$ cat config.mk
export PLATFORM = sky130hd
export DESIGN_NAME = mult_hilo_unit
export DESIGN_NICKNAME = d
export VERILOG_FILES = /design/src/rtl/mult_hilo_unit.sv
export SDC_FILE = /design/constraint.sdc
export NUM_CORES = 1
export LEC_CHECK = 0
export ABC_AREA = 1
export CORE_UTILIZATION = 48
export CTS_CLUSTER_SIZE = 25
export DETAILED_ROUTE_END_ITERATION = 8
export PLACE_DENSITY = 0.68
export SLEW_MARGIN = 20
export SYNTH_ARGS = -nofsm -noshare
export SYNTH_HDL_FRONTEND = slang
export SYNTH_SLANG_ARGS = --single-unit
export TNS_END_PERCENT = 50
$ cat constraint.sdc
create_clock -name clk -period 8.2 [get_ports clk]
set_input_delay 2.05 -clock clk [delete_from_list [all_inputs] [get_ports clk]]
set_output_delay 2.05 -clock clk [all_outputs]
set_load 0.02 [all_outputs]
$ cat src/rtl/mult_hilo_unit.sv
// Multi-cycle radix-2 shift-add multiplier with architectural HI/LO registers.
// Stalls the datapath while a mult/multu runs and services mthi/mtlo/mfhi/mflo.
module mult_hilo_unit #(
    parameter int WIDTH = 32
) (
    input  logic             clk,
    input  logic             reset,
    input  logic             start,
    input  logic             is_signed,
    input  logic [WIDTH-1:0] srca,
    input  logic [WIDTH-1:0] srcb,
    input  logic             mthi,
    input  logic             mtlo,
    input  logic [WIDTH-1:0] wd,
    output logic             stall,
    output logic             busy,
    output logic             done,
    output logic [WIDTH-1:0] hi,
    output logic [WIDTH-1:0] lo
);

    localparam int CW = $clog2(WIDTH) + 1;

    typedef enum logic [1:0] {
        S_IDLE = 2'd0,
        S_RUN  = 2'd1,
        S_DONE = 2'd2
    } state_t;

    state_t             r_state;
    state_t             w_next_state;

    logic [CW-1:0]      r_cnt;
    logic [WIDTH-1:0]   r_mcand;
    logic [WIDTH-1:0]   r_mplier;
    logic [2*WIDTH-1:0] r_acc;
    logic               r_neg;
    logic [WIDTH-1:0]   r_hi;
    logic [WIDTH-1:0]   r_lo;

    logic               w_accept;
    logic               w_last;
    logic [WIDTH-1:0]   w_mag_a;
    logic [WIDTH-1:0]   w_mag_b;
    logic [2*WIDTH-1:0] w_addend;
    logic [2*WIDTH-1:0] w_acc_next;
    logic [2*WIDTH-1:0] w_product;

    assign w_accept = (r_state == S_IDLE) && start;
    assign w_last   = (r_state == S_RUN) && (r_cnt == CW'(WIDTH - 1));

    // Negating the most-negative value wraps to itself, which is the correct
    // magnitude when read back as an unsigned WIDTH-bit number.
    assign w_mag_a = (is_signed && srca[WIDTH-1]) ? -srca : srca;
    assign w_mag_b = (is_signed && srcb[WIDTH-1]) ? -srcb : srcb;

    assign w_addend   = r_mplier[0] ? ({{WIDTH{1'b0}}, r_mcand} << r_cnt) : '0;
    assign w_acc_next = r_acc + w_addend;
    assign w_product  = r_neg ? -w_acc_next : w_acc_next;

    // NOTE: sequential state uses non-blocking assignments so every register
    // samples the pre-edge values regardless of block evaluation order.
    always_ff @(posedge clk or negedge reset) begin
        if (!reset) begin
            r_state <= S_IDLE;
        end else begin
            r_state <= w_next_state;
        end
    end

    // NOTE: the default assignment first keeps this block purely combinational;
    // a path that left w_next_state unassigned would infer a latch.
    always_comb begin
        w_next_state = r_state;
        unique case (r_state)
            S_IDLE:  if (start)  w_next_state = S_RUN;
            S_RUN:   if (w_last) w_next_state = S_DONE;
            S_DONE:  w_next_state = S_IDLE;
            default: w_next_state = S_IDLE;
        endcase
    end

    always_comb begin
        busy  = (r_state == S_RUN);
        done  = (r_state == S_DONE);
        stall = w_accept || (r_state == S_RUN);
    end

    // NOTE: every datapath register is reset so an aborted multiply leaves no
    // partial product behind; there is no memory array here to exempt.
    always_ff @(posedge clk or negedge reset) begin
        if (!reset) begin
            r_cnt    <= '0;
            r_mcand  <= '0;
            r_mplier <= '0;
            r_acc    <= '0;
            r_neg    <= 1'b0;
        end else if (w_accept) begin
            r_mcand  <= w_mag_a;
            r_mplier <= w_mag_b;
            r_neg    <= is_signed && (srca[WIDTH-1] ^ srcb[WIDTH-1]);
            r_acc    <= '0;
            r_cnt    <= '0;
        end else if (r_state == S_RUN) begin
            r_acc    <= w_acc_next;
            r_mplier <= r_mplier >> 1;
            r_cnt    <= r_cnt + CW'(1);
        end
    end

    // HI/LO change only on completion, an idle mthi/mtlo, or reset.
    always_ff @(posedge clk or negedge reset) begin
        if (!reset) begin
            r_hi <= '0;
            r_lo <= '0;
        end else if (w_last) begin
            {r_hi, r_lo} <= w_product;
        end else if ((r_state == S_IDLE) && !start) begin
            if (mthi) r_hi <= wd;
            if (mtlo) r_lo <= wd;
        end
    end

    assign hi = r_hi;
    assign lo = r_lo;

endmodule

* Word-level counts from Yosys, hierarchy flattened
Index checks and enable logic that the tools add are counted.
** Cells by class
- Add/subtract/negate cells :: 5
- Multiply operators :: 0
- Divide/modulo/power cells :: 0
- Order comparisons :: 0
- Equal/unequal tests :: 5
- Shift operators :: 1
- Mux-type cells :: 19
- Bitwise logic cells :: 1
- Reduce and logical (&&, ||, !) cells :: 16
** Operators with widths (number)
- 32-bit 2-to-1 mux :: 10
- 64-bit 2-to-1 mux :: 4
- 64-bit adder :: 1
- 32-bit negator :: 2
- 64-bit negator :: 1
- 32-bit by 6-bit left shift with 64-bit output :: 1
- 6-bit 2-to-1 mux :: 2
- 2-bit nonzero test :: 4
- 6-bit by 1-bit adder with 6-bit output (second input constant) :: 1
- 6-bit by 5-bit == test with 1-bit output (second input constant) :: 1
- 1-bit logical AND :: 6
- 2-bit AND reduction :: 3
- 2-bit 2-to-1 mux :: 2
- 2-bit one-hot mux with 2 select lines :: 1
- 2-bit by 1-bit == test with 1-bit output (second input constant) :: 1
- 2-bit == test (second input constant) :: 1
- 2-bit zero test :: 1
- 2-bit by 1-bit != test with 1-bit output (second input constant) :: 1
- 2-bit != test (second input constant) :: 1
- 1-bit zero test :: 1
- 1-bit logical OR :: 1
- 1-bit bitwise XOR :: 1
** Word-level totals
- Flip-flop bits (word level) :: 201
- Latch bits :: 0
- Memory bits (writable) :: 0
- Bits in read-only memories :: 0
- Bits of input ports :: 102
- Output and inout port bits :: 67
- Word-level logic and storage cells :: 55
- Memories :: 0

* Longest topological paths before layout
Gate-level depths: netlist of the first run.
- Depth after elaboration :: 6
- Depth in mapped cells :: 37
- Gate-level depth less buffers :: 36

* Least setup slack after synthesis of the first run
Ideal clock, no wire load.
- Path type :: input -> output
- Start point :: input port start
- End point :: output port stall
- Arrival :: 3.143 ns
- Required time :: 6.150 ns
- Setup slack :: 3.007 ns
- Stages on the path :: 5
- Path buffers :: 1
- Path through :: nand2_1 -> inv_1 -> nor2_1 -> clkinv_1 -> clkbuf_1
** Between the ends
- Word-level cells in the longest chain between the ends :: 2
** RTL lines
- start: declaration :: line 8 : input logic start,
- 1-bit logical AND :: line 49 : assign w_accept = (r_state == S_IDLE) && start;
- 1-bit logical OR :: line 86 : stall = w_accept || (r_state == S_RUN);
- end: declaration :: line 15 : output logic stall,
Every way passes these cells.

* Worst setup path after layout of the first run
Ends and elaborated chain as after synthesis.

==> results.py, run 1 <==
metrics = {
    "yosys": {
        "synthesis.nets": 3706,
        "synth_area_per_cell_um2": 5.74,
        "synthCells": 3536,
        "sequential_element_share_of_the_synthesized_area": 0.248,
        "ys.flop_type": "sky130_fd_sc_hd__dfrtp_1",
        "edff_count_synth": 0,
        "yosys.cell_count.top_type": "sky130_fd_sc_hd__nand2_1",
        "syn_area_um2": 20300,
        "synth_compound_area_frac": 0.144,
        "top_cells_by_instance_count_after_synthesis": "sky130_fd_sc_hd__nand2_1, sky130_fd_sc_hd__inv_1, sky130_fd_sc_hd__o21ai_0",
        "synth.area.top_cells": "sky130_fd_sc_hd__dfrtp_1, sky130_fd_sc_hd__nand2_1, sky130_fd_sc_hd__inv_1",
        "post_synthesis_share_of_cell_area_spent_on_and_or_nand_and_nor_gates": 0.429,
        "synthesized_area_fraction_occupied_by_xor_and_xnor_cells": 0.0246,
        "ys_warns": 0,
        "synth_top_cell_area_share": 0.248,
        "main_combinational_cell_family_by_area_after_synthesis": "simple AND/OR/NAND/NOR gates",
        "ys_ff_latch": 201,
        "mux_cell_area_share_after_synthesis": 0.00197,
        "synth_cell_type_count": 51,
        "async_set_reset_flop_share_out_of_synthesis": 1.00,
        "synth_top_cell_by_area": "sky130_fd_sc_hd__dfrtp_1",
        "synth_adder_area_share": 0.0423,
    },
    "worst_setup_path": {
        "cp_num_buf_inv": 5,
        "cp-start-kind": "input port",
        "cell_chain_critical_path": "clkdlybuf4s50_1 > nand2_2 > inv_1 > buf_4 > nor2_4 > clkinv_1 > clkdlybuf4s50_1",
        "worst_r2r_startpoint": "r_mplier[0]",
        "crit_path_max_fanout": 36,
        "critical_path.slowest_cell": "sky130_fd_sc_hd__clkdlybuf4s50_1",
        "worst_ep_required_time_ps": 6150,
        "critical_path.most_common_cell": "sky130_fd_sc_hd__clkdlybuf4s50_1",
        "worst_setup_path_startpoint": "start",
        "setup.worst_path.end_class": "output port",
        "worst_path_dominant_cell_family": "buffers and inverters",
        "critical_path_class": "in2out",
        "cpPeakStageDelay_ps": 790,
        "cp.arrival_ps": 4580,
    },
    "flow_run": {
        "cap_viol_max_count": 0,
    },
    "sta": {
        "slew_violations": 0,
        "grt_setup_unrepaired": "false",
        "clock_skew_ps": 15.5,
        "report.final.hold_viol_count": 0,
        "layout_min_cycle_time_ps": 6630,
        "timing.setup.tns_ps": 0,
        "fmax_mhz": 151,
        "post-route-period-util": 0.808,
        "worstMarginPinSlew_ps": 1030,
        "setup_violations": 0,
        "max_slew_margin": 0.310,
    },
    "global_route": {
        "grt_start_max_net_pins": 107,
        "total_congestion_overflow_after_global_routing": 0,
        "total_global_routing_track_utilization": 0.362,
        "grt_first_pass_wirelength_mm": 121,
        "antenna_found_initial": 0,
        "grt_pass1_vias": 21900,
    },
    "die": {
        "core_area_um2": 41300,
        "io_pins": 169,
        "initial_core_util": 0.491,
        "die_h_um": 208,
        "die_x_um": 208,
        "placement_rows": 74,
        "die_area_um2": 43100,
    },
    "cells_and_area": {
        "area_growth_pct": 14.3,
        "antenna_cells_inserted": 0,
        "stdcell_count": 4186,
        "num-nets-final": 3807,
        "nFillCells": 4200,
        "post_route_cells_drive_above_1_share": 0.0495,
    },
    "routing": {
        "detailedRoute.firstIterationViolations": 1925,
        "wl_per_cell_um": 19.0,
        "remaining_routing_drc_violations": 0,
        "route.detailed.vias_per_inst": 5.57,
        "postRouteAntennaNets": 0,
        "wl_mm": 79.6,
        "route.vias.total": 23300,
        "dr.pass1.iters": 6,
    },
    "power": {
        "fin_total_pwr_mw": 11.9,
        "power_per_cell_area_nw_per_um2": 515,
        "vdd.ir_drop.worst_mv": 0.228,
        "static-leakage-power_nw": 11.9,
    },
    "cts": {
        "tritoncts": "done",
        "clk_path_buf_depth": 3,
        "post-cts-setup-buffers": 0,
        "cts_hold_repair.buffers": 0,
        "numCtsBuffers": 25,
        "cts.reportedPaths.clkPinSlew_ps": 60,
        "ctsHtreeMaxLevel": 1,
        "clkSinkCount": 201,
        "post_cts.resized_instances": 0,
        "root_buffer_cell": "sky130_fd_sc_hd__clkbuf_16",
        "clock_latency_ps": 560,
    },
    "min_path": {
        "hp-class": "reg2reg",
        "critical_hold_path_startpoint": "r_mplier[2]",
    },
    "placement": {
        "hpwl_mm": 64.6,
        "gp_congestion": 1.04,
        "numPlacedInstances": 4142,
        "buffer_ports.inserted": 168,
    },
    "run_status": {
        "status": "finished, final reports clean",
    },
}
==> power by group <==
part | internal, mW | switching, mW | leakage [nW]
combinational | 2.61 | 6.33 | 9.03
sequential | 1.50 | 0.353 | 2.45
clock | 0.646 | 0.488 | 0.397
total | 4.76 | 7.18 | 11.9
==> placed cells by master, fill, tap and decap left out, drive strengths merged, types with 9 or more instances in the layout <==
cell           count
clkinv            16
nand2           1383
clkbuf            31
inv              481
nor2             333
clkdlybuf4s50    167
xnor2             18
o21ai            326
o211ai            33
nand3b            16
ha                67
or2               13
xor2              39
buf               15
nand3            256
a21oi             77
dfrtp            201
o22ai             27
a31oi             11
o21bai            14
nor4              13
o221ai             9
nor3              36
nand4             33
==> worst paths after layout <==
kind	end	slack (ps)	cells after the start
max in group asynchronous	r_neg	5540	2
worst max register to register	hi[30]	2400	26
worst max-delay path	stall	1570	7
worst min register to register	r_mplier[2]	480	2
min in group asynchronous	r_acc[56]	1480	1
worst min-delay path	r_mplier[2]	480	2
==> cell type report <==
cell class	instances	area, um^2	area share
clock inverter	14	151	0.00653
tap	532	666	0.0287
timing repair buffer	183	1810	0.0781
multi-input combinational	2739	13000	0.562
inverter	487	1830	0.0789
sequential	201	5030	0.217
clock buffer	30	664	0.0287
==> cells by family after synthesis <==
family                     after synthesis
DFF                                    201
xor gates and xnor gates                57
AOI/OAI and AO/OA                      521
buffers and inverters                  596
muxes                                    4
adders and majority gates               68
and+or+nand+nor                       2089
==> state kept, by name, summed over array words and instances (netlist names) <==
signal and cells:
r_acc 64, hi 32, lo 32, r_mcand 32
r_mplier 32, r_cnt 6, r_state 2, r_neg 1
==> worst register-to-register path, stage by stage, from the launching register on <==
cell and delay [ps]:
sky130_fd_sc_hd__dfrtp_1 540, sky130_fd_sc_hd__clkinv_1 340, sky130_fd_sc_hd__nor2_1 340, sky130_fd_sc_hd__clkinv_1 660, sky130_fd_sc_hd__nor2_1 470, sky130_fd_sc_hd__ha_1 260, sky130_fd_sc_hd__inv_1 60, sky130_fd_sc_hd__fa_1 420
sky130_fd_sc_hd__inv_1 110, sky130_fd_sc_hd__nand3_1 130, sky130_fd_sc_hd__nand2_1 140, sky130_fd_sc_hd__nand3_1 150, sky130_fd_sc_hd__nand3_2 240, sky130_fd_sc_hd__nand2_1 80, sky130_fd_sc_hd__nand3_1 200, sky130_fd_sc_hd__nand2_1 80
sky130_fd_sc_hd__nand2_1 330, sky130_fd_sc_hd__nand2_1 170, sky130_fd_sc_hd__nor2_2 150, sky130_fd_sc_hd__nand2_1 70, sky130_fd_sc_hd__nor2_2 170, sky130_fd_sc_hd__nand2_1 90, sky130_fd_sc_hd__nand2_2 180, sky130_fd_sc_hd__nand3_1 120
sky130_fd_sc_hd__nand2_1 80, sky130_fd_sc_hd__nand3_1 90, sky130_fd_sc_hd__nand2_1 90
==> routing by layer <==
layer,wire length [um],track usage,part of all wire,vias to the layer above
met5,0,0,0,-
met4,4790,0.196,0.060,0
met3,4990,0.0464,0.063,194
met2,37800,0.627,0.47,888
met1,32000,0.435,0.40,10800
li1,-,-,-,11500
==> metrics by stage <==
step | hold slack, ps | worst slack, ps | utilization | area (um^2)
after CTS | 484 | 1610 | 0.562 | 23200
after global placement | 460 | 1700 | 0.542 | 22400
after detailed placement | 469 | 1630 | 0.542 | 22400
after floorplan | 444 | 3010 | - | 20300
after global routing | 494 | 1440 | 0.562 | 23200
final | 480 | 1570 | 0.562 | 23200
(Power assumes the default switching activity.)
==> run 2: changes to the inputs <==
Settings changed: PLACE_DENSITY 0.68 to 0.71.
Clock period 8.2 ns to 5.5 ns, I/O delays scaled along.
==> results.py, run 2 (same netlist as run 1, synthesis figures left out) <==
metrics = {
    "run_status": {
        "status": "finished, final reports clean",
    },
    "placement": {
        "hpwl_mm": 63.1,
        "gp_congestion": 1.08,
        "numPlacedInstances": 4177,
        "buffer_ports.inserted": 168,
        "detailed_place.area_um2": 22600,
    },
    "sta": {
        "max_slew_margin": 0.364,
        "slew_violations": 0,
        "post-route-period-util": 0.956,
        "fmax_mhz": 190,
        "grt_setup_unrepaired": "true",
        "worstMarginPinSlew_ps": 954,
        "report.final.hold_viol_count": 0,
        "layout_min_cycle_time_ps": 5260,
        "final.hold.worst_slack_ps": 480,
        "setup_violations": 0,
        "clock_skew_ps": 18.6,
    },
    "worst_setup_path": {
        "cp.arrival_ps": 5760,
        "worst_r2r_startpoint": "r_cnt[0]",
        "reg2reg_to": "hi[16]",
        "critical_path.most_common_cell": "sky130_fd_sc_hd__nand2_1",
        "crit_path_max_fanout": 17,
        "r2r_slack_ps": 240,
        "critical_path_class": "reg2reg",
        "rr_worst_depth": 32,
        "cp-start-kind": "register",
        "worst_ep_required_time_ps": 6000,
        "cpPeakStageDelay_ps": 490,
        "setup.worst_path.end_class": "register",
        "critical_path.slowest_cell": "sky130_fd_sc_hd__o21ai_0",
    },
    "cts": {
        "numCtsBuffers": 26,
        "clk_path_buf_depth": 3,
        "root_buffer_cell": "sky130_fd_sc_hd__clkbuf_16",
        "tritoncts": "done",
        "ctsHtreeMaxLevel": 1,
        "cts.reportedPaths.clkPinSlew_ps": 60,
        "post-cts-setup-buffers": 0,
        "clkSinkCount": 201,
        "clock_latency_ps": 580,
    },
    "die": {
        "die_area_um2": 43100,
        "core_area_um2": 41300,
        "io_pins": 169,
        "initial_core_util": 0.491,
        "die_h_um": 208,
        "placement_rows": 74,
        "die_x_um": 208,
    },
    "cells_and_area": {
        "stdcell_count": 4226,
        "post_route_cells_drive_above_1_share": 0.0650,
        "nFillCells": 4316,
        "top_register": "r_acc",
        "area_growth_pct": 16.5,
        "most_common_cell_after_layout_fill_and_taps_aside": "sky130_fd_sc_hd__nand2_1",
        "largest_register_ff_count": 64,
        "final_core_utilization": 0.572,
        "mostFrequentLayoutCells": "sky130_fd_sc_hd__nand2_1, sky130_fd_sc_hd__inv_1, sky130_fd_sc_hd__o21ai_0",
        "num-nets-final": 3843,
        "design_area_um2": 23600,
    },
    "routing": {
        "route.detailed.vias_per_inst": 5.50,
        "detailedRoute.firstIterationViolations": 2562,
        "remaining_routing_drc_violations": 0,
        "wl_mm": 78.2,
        "wl_per_cell_um": 18.5,
        "postRouteAntennaNets": 0,
        "route.vias.total": 23300,
        "dr.pass1.iters": 6,
    },
    "global_route": {
        "grt_first_pass_wirelength_mm": 122,
        "antenna_found_initial": 1,
        "total_congestion_overflow_after_global_routing": 0,
        "grt_pass1_vias": 21700,
        "grt_start_max_net_pins": 103,
        "total_global_routing_track_utilization": 0.359,
    },
    "min_path": {
        "min_delay_worst_endpoint": "r_mplier[2]",
        "worst_hold_path.num_cells": 2,
        "critical_hold_path_startpoint": "r_mplier[2]",
        "hp-class": "reg2reg",
    },
    "flow_run": {
        "cap_viol_max_count": 0,
    },
}
==> run 2: cell types whose count changed in the layout (fill, tap and decap cells not counted), moves of 3 or more <==
| cell | delta |
|---|---|
| sky130_fd_sc_hd__buf_4 | +35 |
| sky130_fd_sc_hd__o21ai_0 | -10 |
| sky130_fd_sc_hd__o21ai_1 | +10 |
| sky130_fd_sc_hd__ha_1 | -7 |
| sky130_fd_sc_hd__ha_2 | +7 |
| sky130_fd_sc_hd__nor2_1 | -5 |
| sky130_fd_sc_hd__nor2_2 | +5 |
| sky130_fd_sc_hd__clkbuf_8 | +4 |
| sky130_fd_sc_hd__inv_6 | -3 |
==> run 2: worst max-delay path by stage <==
stage | start | endpoint | slack, ps | depth (start not counted)
after floorplan | r_cnt[0] | hi[21] | 1420 | 32
after global placement | r_cnt[0] | hi[14] | 370 | 29
after detailed placement | r_cnt[0] | hi[14] | 340 | 29
after CTS | r_cnt[0] | hi[14] | 310 | 29
after global routing | r_cnt[0] | hi[30] | -10 | 31
final | r_cnt[0] | hi[16] | 240 | 32
==> run 2: timing repair <==
item                                    CTS  global route
resized for setup                         0            32
hold buffers                              0             0
endpoints found under the hold margin     0             0
endpoints found under the setup margin    0            35
==> run 2: worst max-delay path, delay by kind of cell, from the launching register on <==
kind,cells,cell delay (ps)
and+or+nand+nor,20,2230
DFF,1,370
buffers and inverters,5,640
adders and majority gates,1,420
AOI/OAI and AO/OA,6,1540
==> run 2: layout make-up <==
type	instances	area (um^2)	area share
Clock inverter	11	159	0.00672
Clock buffer	37	762	0.0322
Sequential cell	201	5030	0.213
Timing Repair Buffer	218	2070	0.0878
Multi-Input combinational cell	2739	13100	0.555
Antenna cell	1	2.50	0.000106
Tap cell	532	666	0.0282
Inverter	487	1830	0.0774
==> run 2: routing by layer <==
| metal | vias to the layer above | wire length (um) | global-route usage | share of wire |
|---|---|---|---|---|
| met3 | 213 | 5790 | 0.0430 | 0.074 |
| met5 | - | 0 | 0 | 0 |
| met2 | 1010 | 35100 | 0.591 | 0.45 |
| li1 | 11500 | - | - | - |
| met4 | 0 | 4790 | 0.181 | 0.061 |
| met1 | 10500 | 32500 | 0.465 | 0.42 |
==> run 2: through the flow <==
stage	TNS [ps]	setup slack [ps]
4_1_cts	0	309
6_report	0	241
3_3_place_gp	0	374
2_1_floorplan	0	1420
5_1_grt	-17.3	-10.8
3_5_place_dp	0	337
Power of run 2 is not shown: default switching activity piles up to over one toggle a cycle in this logic, so the estimate is an artifact.
==> run 3: changes to the inputs <==
==> constraint.sdc (replaced) <==
create_clock -name clk -period 5.5 [get_ports clk]
set_input_delay 1.375 -clock clk [delete_from_list [all_inputs] [get_ports clk]]
set_output_delay 1.375 -clock clk [all_outputs]
set_load 0.1 [all_outputs]
==> results.py, run 3 (same netlist as run 1, synthesis figures left out) <==
metrics = {
    "routing": {
        "wl_mm": 82.7,
        "wl_per_cell_um": 19.5,
        "detailedRoute.firstIterationViolations": 2245,
        "dr.pass1.iters": 6,
        "remaining_routing_drc_violations": 0,
        "route.vias.total": 23500,
        "route.detailed.vias_per_inst": 5.55,
        "postRouteAntennaNets": 0,
    },
    "worst_setup_path": {
        "crit_path_max_fanout": 41,
        "critical_path_class": "reg2reg",
        "cp-start-kind": "register",
        "critical_path.most_common_cell": "sky130_fd_sc_hd__nand2_1",
        "worst_setup_path_startpoint": "r_cnt[0]",
        "cp.arrival_ps": 5780,
        "critical_path.slowest_cell": "sky130_fd_sc_hd__o22ai_1",
        "setup.worst_path.end_class": "register",
        "worst_ep_required_time_ps": 5960,
        "cp_num_buf_inv": 5,
        "worst_r2r_startpoint": "r_cnt[0]",
        "cpPeakStageDelay_ps": 510,
        "worst_path_dominant_cell_family": "compound AO/OA/AOI/OAI gates",
    },
    "sta": {
        "setup_violations": 0,
        "report.final.hold_viol_count": 0,
        "post-route-period-util": 0.966,
        "worstMarginPinSlew_ps": 1040,
        "layout_min_cycle_time_ps": 5310,
        "slew_violations": 0,
        "clock_skew_ps": 15.9,
        "final.hold.worst_slack_ps": 481,
        "fmax_mhz": 188,
        "timing.setup.tns_ps": 0,
        "grt_setup_unrepaired": "true",
        "max_slew_margin": 0.305,
    },
    "die": {
        "die_x_um": 208,
        "die_h_um": 208,
        "die_area_um2": 43100,
        "core_area_um2": 41300,
        "initial_core_util": 0.491,
        "io_pins": 169,
        "placement_rows": 74,
    },
    "placement": {
        "numPlacedInstances": 4185,
        "buffer_ports.inserted": 168,
        "hpwl_mm": 67.8,
        "gp_congestion": 1.09,
    },
    "cells_and_area": {
        "stdcell_count": 4233,
        "nFillCells": 4317,
        "post_route_cells_drive_above_1_share": 0.0708,
        "area_growth_pct": 16.8,
        "mostFrequentLayoutCells": "sky130_fd_sc_hd__nand2_1, sky130_fd_sc_hd__inv_1, sky130_fd_sc_hd__o21ai_0",
        "antenna_cells_inserted": 0,
        "final_core_utilization": 0.574,
        "num-nets-final": 3851,
        "top_register": "r_acc",
        "largest_register_ff_count": 64,
        "most_common_cell_after_layout_fill_and_taps_aside": "sky130_fd_sc_hd__nand2_1",
    },
    "cts": {
        "cts_hold_repair.buffers": 0,
        "clk_path_buf_depth": 3,
        "ctsHtreeMaxLevel": 1,
        "tritoncts": "done",
        "numCtsBuffers": 26,
        "clock_latency_ps": 580,
        "clkSinkCount": 201,
        "cts.reportedPaths.clkPinSlew_ps": 60,
        "post-cts-setup-buffers": 0,
        "root_buffer_cell": "sky130_fd_sc_hd__clkbuf_16",
        "post_cts.resized_instances": 0,
    },
    "min_path": {
        "hp-class": "reg2reg",
        "critical_hold_path_startpoint": "r_mplier[5]",
    },
    "global_route": {
        "grt_start_max_net_pins": 105,
        "grt_first_pass_wirelength_mm": 126,
        "total_congestion_overflow_after_global_routing": 0,
        "grt_pass1_vias": 21700,
        "antenna_found_initial": 0,
        "total_global_routing_track_utilization": 0.378,
    },
    "flow_run": {
        "cap_viol_max_count": 0,
    },
    "run_status": {
        "status": "finished, final reports clean",
    },
}
[run 3: cell types whose count changed in the layout (fill, tap and decap cells not counted), sizes merged, moves of 2 or more]
cell,before,now
clkinv,17,19
clkbuf,37,33
bufinv,3,1
clkinvlp,1,3
inv,477,479
buf,51,60
[run 3: through the flow]
step	instance area [um^2]	worst slack [ps]
5_1_grt	23700	-16.3
3_3_place_gp	22700	228
2_1_floorplan	20300	526
4_1_cts	23600	237
6_report	23700	187
3_5_place_dp	22700	248
[run 3: cell type report]
class / instances / area (um^2) / share of cell area
Multi-Input combinational cell: 2739 / 13200 / 0.556
Sequential cell: 201 / 5030 / 0.212
Timing Repair Buffer: 226 / 2160 / 0.0910
Inverter: 487 / 1830 / 0.0772
Clock buffer: 33 / 717 / 0.0302
Tap cell: 532 / 666 / 0.0281
Clock inverter: 15 / 134 / 0.00565
[run 3: metal layers]
metal	GRT usage	vias to the layer above	part of all wire
met5	0	-	0
li1	-	11600	-
met2	0.624	964	0.45
met4	0.216	0	0.065
met3	0.0402	199	0.066
met1	0.481	10800	0.42
[run 3: worst register-to-register path, delay by kind of cell (launching register included)]
kind	cells	cell delay, ps
compound gates	9	2240
simple gates	15	1390
flops	1	400
fa+ha+maj	1	460
buf+inv	5	730
[run 3: path summary, 6_finish.rpt]
kind,cells after the start,slack [ps],to
worst max-delay path,30,190,hi[29]
worst min-delay path,2,480,r_mplier[5]
worst max register to register,30,190,hi[29]
worst min register to register,2,480,r_mplier[5]
max in group asynchronous,2,3790,hi[17]
min in group asynchronous,1,740,r_acc[54]
Power of run 3 is left out for the same reason.
